<file path="src/rtl/if_fetch_buffer.sv">
// if_fetch_buffer: decoupled IF stage with in-flight fetch tracking, flush cancellation and an instruction buffer toward ID
module if_fetch_buffer #(
   parameter logic [31:0] RESET_PC        = 32'h1c000000,
   parameter int          IBUF_DEPTH      = 4,
   parameter int          MAX_OUTSTANDING = 2
) (
   input  logic                          clk,
   input  logic                          resetn,
   input  logic                          id_allow_in,
   input  logic                          br_taken,
   input  logic [31:0]                   br_target,
   input  logic                          excp_flush,
   input  logic                          ertn_flush,
   input  logic [31:0]                   ex_entry,
   input  logic [31:0]                   er_entry,
   output logic                          inst_req,
   output logic [31:0]                   inst_addr,
   input  logic                          inst_addr_ok,
   input  logic                          inst_data_ok,
   input  logic [31:0]                   inst_rdata,
   output logic                          if_to_id_valid,
   output logic [31:0]                   if_to_id_pc,
   output logic [31:0]                   if_to_id_inst,
   output logic [$clog2(IBUF_DEPTH):0]   ibuf_count
);
   localparam int CW = $clog2(IBUF_DEPTH) + 1;
   localparam int AW = $clog2(IBUF_DEPTH);
   localparam int OW = $clog2(MAX_OUTSTANDING + 1);
   localparam int PW = MAX_OUTSTANDING > 1 ? $clog2(MAX_OUTSTANDING) : 1;

   logic [31:0]   fpc_q, fpc_d;
   logic [OW-1:0] out_q, out_d, cancel_q, cancel_d;
   logic [CW-1:0] cnt_q, cnt_d;
   logic [AW-1:0] head_q, head_d, tail_q, tail_d;
   logic [PW-1:0] ph_q, ph_d, pt_q, pt_d;
   logic [31:0]   buf_pc_q [IBUF_DEPTH];
   logic [31:0]   buf_inst_q [IBUF_DEPTH];
   logic [31:0]   pend_q [MAX_OUTSTANDING];
   logic          redirect, accept, push, pop;
   logic [31:0]   target;

   always_comb begin
      redirect = excp_flush | ertn_flush | br_taken;
      target = excp_flush ? ex_entry : ertn_flush ? er_entry : br_target;
      inst_addr = fpc_q & 32'hffff_fffc;
      // credit counts only live (uncancelled) fetches so every response has a buffer slot
      inst_req = resetn && !redirect && int'(out_q) < MAX_OUTSTANDING &&
                 int'(out_q) - int'(cancel_q) + int'(cnt_q) < IBUF_DEPTH;
      accept = inst_req && inst_addr_ok;
      push = inst_data_ok && cancel_q == '0 && !redirect;
      if_to_id_valid = cnt_q != '0 && !redirect;
      pop = if_to_id_valid && id_allow_in;
      if_to_id_pc = if_to_id_valid ? buf_pc_q[head_q] : '0;
      if_to_id_inst = if_to_id_valid ? buf_inst_q[head_q] : '0;
      ibuf_count = cnt_q;
      fpc_d = redirect ? target & 32'hffff_fffc : accept ? fpc_q + 32'd4 : fpc_q;
      out_d = out_q + OW'(accept) - OW'(inst_data_ok);
      cancel_d = redirect ? out_q - OW'(inst_data_ok) :
                 (inst_data_ok && cancel_q != '0) ? cancel_q - 1'b1 : cancel_q;
      cnt_d = redirect ? '0 : cnt_q + CW'(push) - CW'(pop);
      head_d = redirect ? '0 : head_q + AW'(pop);
      tail_d = redirect ? '0 : tail_q + AW'(push);
      pt_d = !accept ? pt_q : pt_q == PW'(MAX_OUTSTANDING - 1) ? '0 : pt_q + 1'b1;
      ph_d = !inst_data_ok ? ph_q : ph_q == PW'(MAX_OUTSTANDING - 1) ? '0 : ph_q + 1'b1;
   end

   always_ff @(posedge clk) begin
      if (!resetn) begin
         fpc_q <= RESET_PC;
         out_q <= '0;
         cancel_q <= '0;
         cnt_q <= '0;
         head_q <= '0;
         tail_q <= '0;
         ph_q <= '0;
         pt_q <= '0;
      end else begin
         fpc_q <= fpc_d;
         out_q <= out_d;
         cancel_q <= cancel_d;
         cnt_q <= cnt_d;
         head_q <= head_d;
         tail_q <= tail_d;
         ph_q <= ph_d;
         pt_q <= pt_d;
      end
   end

   always_ff @(posedge clk) begin
      if (accept) pend_q[pt_q] <= inst_addr;
      if (push) begin
         buf_pc_q[tail_q] <= pend_q[ph_q];
         buf_inst_q[tail_q] <= inst_rdata;
      end
   end

   assert property (@(posedge clk) disable iff (!resetn)
      !(push && !pop && cnt_q == CW'(IBUF_DEPTH)));
   assert property (@(posedge clk) disable iff (!resetn)
      !(inst_data_ok && out_q == '0));
endmodule
</file>
<file path="config.mk">
export PLATFORM = sky130hd
export DESIGN_NAME = if_fetch_buffer
export DESIGN_NICKNAME = d
export VERILOG_FILES = /design/src/rtl/if_fetch_buffer.sv
export SDC_FILE = /design/constraint.sdc
export NUM_CORES = 1
export LEC_CHECK = 0
export CORE_MARGIN = 5
export CORE_UTILIZATION = 43
export DETAILED_ROUTE_END_ITERATION = 10
export GPL_ROUTABILITY_DRIVEN = 1
export MAX_ROUTING_LAYER = met4
export PLACE_DENSITY_LB_ADDON = 0.12
export SLEW_MARGIN = 20
export SYNTH_ARGS = -nofsm -noshare
export SYNTH_HDL_FRONTEND = slang
export SYNTH_SLANG_ARGS = --single-unit
</file>
<file path="constraint.sdc">
create_clock -name clk -period 7.55 [get_ports clk]
set_input_delay 0.755 -clock clk [delete_from_list [all_inputs] [get_ports clk]]
set_output_delay 0.755 -clock clk [all_outputs]
set_load 0.005 [all_outputs]
</file>
==> impl_metrics.toml <==
[global_route]
track_usage_pct = 18.15
grt_first_pass_wirelength_um = 52250
antenna_found_initial = 2
grt_pass1_vias = 9130
grt_overflow = 0
grt_max_degree = 64

[clock_tree]
cts-root-buf = "clkbuf_16"
clock_path_buffers = 3
cts_resized = 0
cts_hold_buf = 0
post-cts-setup-buffers = 0
clk_pin_slew_ns = 0.06
htreeDepth = 2
cts.sinks = 352
cts_buffers = 37
cts_tree = "built"
clk-insertion-delay-late_ns = 0.51

[drt]
drt_iter0_drc = 433
ant_nets = 0
drt-pass1-iter-count = 5
post_drt_wl_per_cell_um = 20.91
wl_met2_um = 15660
route.met3.wl_um = 2175
wl_um = 33350
vias = 8560
viasPerCell = 5.367
met1_length_um = 14690
drc = 0
routed.top_layer = "met4"

[synth]
synth_ff_type = "edfxtp_1"
synth_seq_area_share_pct = 69.34
synthesis.area_um2 = 14610
synth_top_area_share_pct = 63.31
synth_area_per_cell_um2 = 16.30
ys_seq_elements = 352
async_reset_ff_share_pct = 0
synthCells = 896
synth_cell_types = 58
synth-edff-count = 308
yosys_warnings = 0
synth_area_leaders = "edfxtp_1 63%, mux4_2 9.6%, dfxtp_1 6.0%"
synth_area_leader_cell = "edfxtp_1"

[setup_path]
reg2reg_depth = 10
reg2reg_from = "out_q[0]"
required_ns = 6.80
cp.arrival_ns = 3.52
endpoint_kind = "primary output"
reg2reg_to = "pend_q[0][6]"
start_kind = "primary input"
rrSetupSlack_ns = 3.65
path_class = "in -> out"
crit_fanout = 51

[pwr]
peakVddDrop_mv = 0.1474
power.density_nw_per_um2 = 227.4
p_leak_nw = 5.976

[place]
port-buffer-count = 226
dp.cells = 1528
hpwl_um = 21770
place.gp.congestion = 0.8862
dp_slack_ns = 3.182

[timing]
hold_violations = 0
setup_slack_ns = 3.274
setup_viol = 0
finalSetupTns_ns = 0
fin_skew_ns = 0.01008
slew_headroom_pct = 31.94
grt_setup_unrepaired = "no"
fin_crit_sh_pct = 56.63
drv_slew = 0
timing.fmax_mhz = 233.9
post-route-min-period_ns = 4.276
worst_pin_slew_ns = 1.021

[hold_path]
min_path_type = "reg -> reg"
min_delay_path_depth = 0
min_to = "pend_q[0][21]"
hp-start = "fpc_q[23]"

[status]
outcome = "finished, final reports clean"

[floorplan]
initial_utilization_pct = 43.56
dieArea_um2 = 37760
core_area_um2 = 33530
rows = 67
dieHeight_um = 194.3
die_w_um = 194.3
io_pins = 237

[final_layout]
fin_util_pct = 55.32
area_delta_synth_final_pct = 27.00
drive_above_1_share_pct = 15.28
instances_no_fill = 1595
seq_area_um2 = 10140
final_nets = 1268
nFillCells = 2694
multi_input_area_um2 = 4239

[run]
cap_violations = 0
[cells in the mapped netlist, types with 3 or more instances]
master / number
o21ai_0: 26
or3_1: 3
a22oi_1: 11
o31ai_1: 3
or4_1: 3
nor2_1: 29
dfxtp_1: 44
edfxtp_1: 308
o22ai_1: 13
xor2_1: 8
buf_4: 4
o21a_1: 4
a221oi_1: 5
nand3_1: 10
nor3_1: 11
buf_1: 6
buf_2: 8
o211ai_1: 15
nand2_1: 37
nand2b_1: 3
ha_1: 11
and4_1: 6
and2_1: 69
nand4_1: 19
a221o_1: 5
mux4_2: 62
xnor2_1: 11
and3_1: 12
inv_1: 16
mux2_2: 30
a21oi_1: 24
a31oi_1: 3
clkbuf_1: 40
[layout make-up]
class | count | share of cell area (%)
clock buffers | 45 | 5.153
repair buffers | 239 | 12.72
inverters | 16 | 0.3237
flip-flops and latches | 352 | 54.64
clock inverters | 20 | 1.261
multi-input cells | 473 | 22.85
well taps | 448 | 3.022
diodes | 2 | 0.02698
[cells in the final DEF (no fill, tap or decap), types with 19 or more instances in the layout]
cell             count
mux2_2              30
clkbuf_16           37
dfxtp_1             42
and2_1              69
edfxtp_1           308
o21ai_0             26
nor2_1              24
clkdlybuf4s50_1    226
nand2_1             37
nand4_1             19
mux4_2              62
a21oi_1             24
[flip-flops by register name (all words and copies together) (netlist names), named ones only]
register / flops
buf_pc_q: 120
tail_q: 2
ibuf_count: 3
out_q: 2
pend_q: 60
pt_q: 1
fpc_q: 30
buf_inst_q: 128
ph_q: 1
cancel_q: 2
head_q: 2
[layer usage]
metal	track usage, %	up-vias
met5	-	-
met4	4.740	0
met3	4.519	48
met2	28.62	299
met1	23.91	4234
li1	-	3979
[stage by stage]
stage / hold WS, ns / power [mW] / area, µm²
6_report: 0.5299 / 4.218 / 18550
3_3_place_gp: 0.5208 / 2.476 / 17360
4_1_cts: 0.5302 / 4.270 / 18550
5_1_grt: 0.5471 / 4.380 / 18550
3_5_place_dp: 0.5180 / 2.479 / 17360
2_1_floorplan: 0.4789 / 2.327 / 14620
[kinds of logic after synthesis]
family,share of synthesized area [%]
fa+ha+maj,1.293
compound gates,5.842
mux,11.94
flops,69.34
other cells,0.02567
buf+inv,2.073
xor+xnor,1.139
simple gates,8.342
[worst max-delay path by stage]
stage                           from  cells after the start  slack [ns]                 to
after floorplan           excp_flush                      5        1.15   buf_inst_q[0][0]
after global placement    ertn_flush                      8        3.20  if_to_id_inst[10]
after detailed placement  excp_flush                      8        3.18   if_to_id_inst[2]
after CTS                 excp_flush                      8        3.19   if_to_id_inst[2]
after global routing      excp_flush                      8        3.06    if_to_id_pc[16]
final                     excp_flush                      8        3.27    if_to_id_pc[16]
[power by group]
| group | switching, mW | total [mW] | internal (mW) |
|---|---|---|---|
| Sequential | 0.0371 | 2.18 | 2.14 |
| Clock | 0.707 | 1.78 | 1.07 |
| Combinational | 0.115 | 0.256 | 0.142 |
[critical path, cell delays in order]
cell and delay (ns):
clkdlybuf4s50_1 0.39, buf_4 0.24, or3_1 0.37, buf_4 0.21, nor2_4 0.34, buf_4 0.46
and2_1 0.21, clkdlybuf4s50_1 0.51
(Power assumes the default switching activity.)
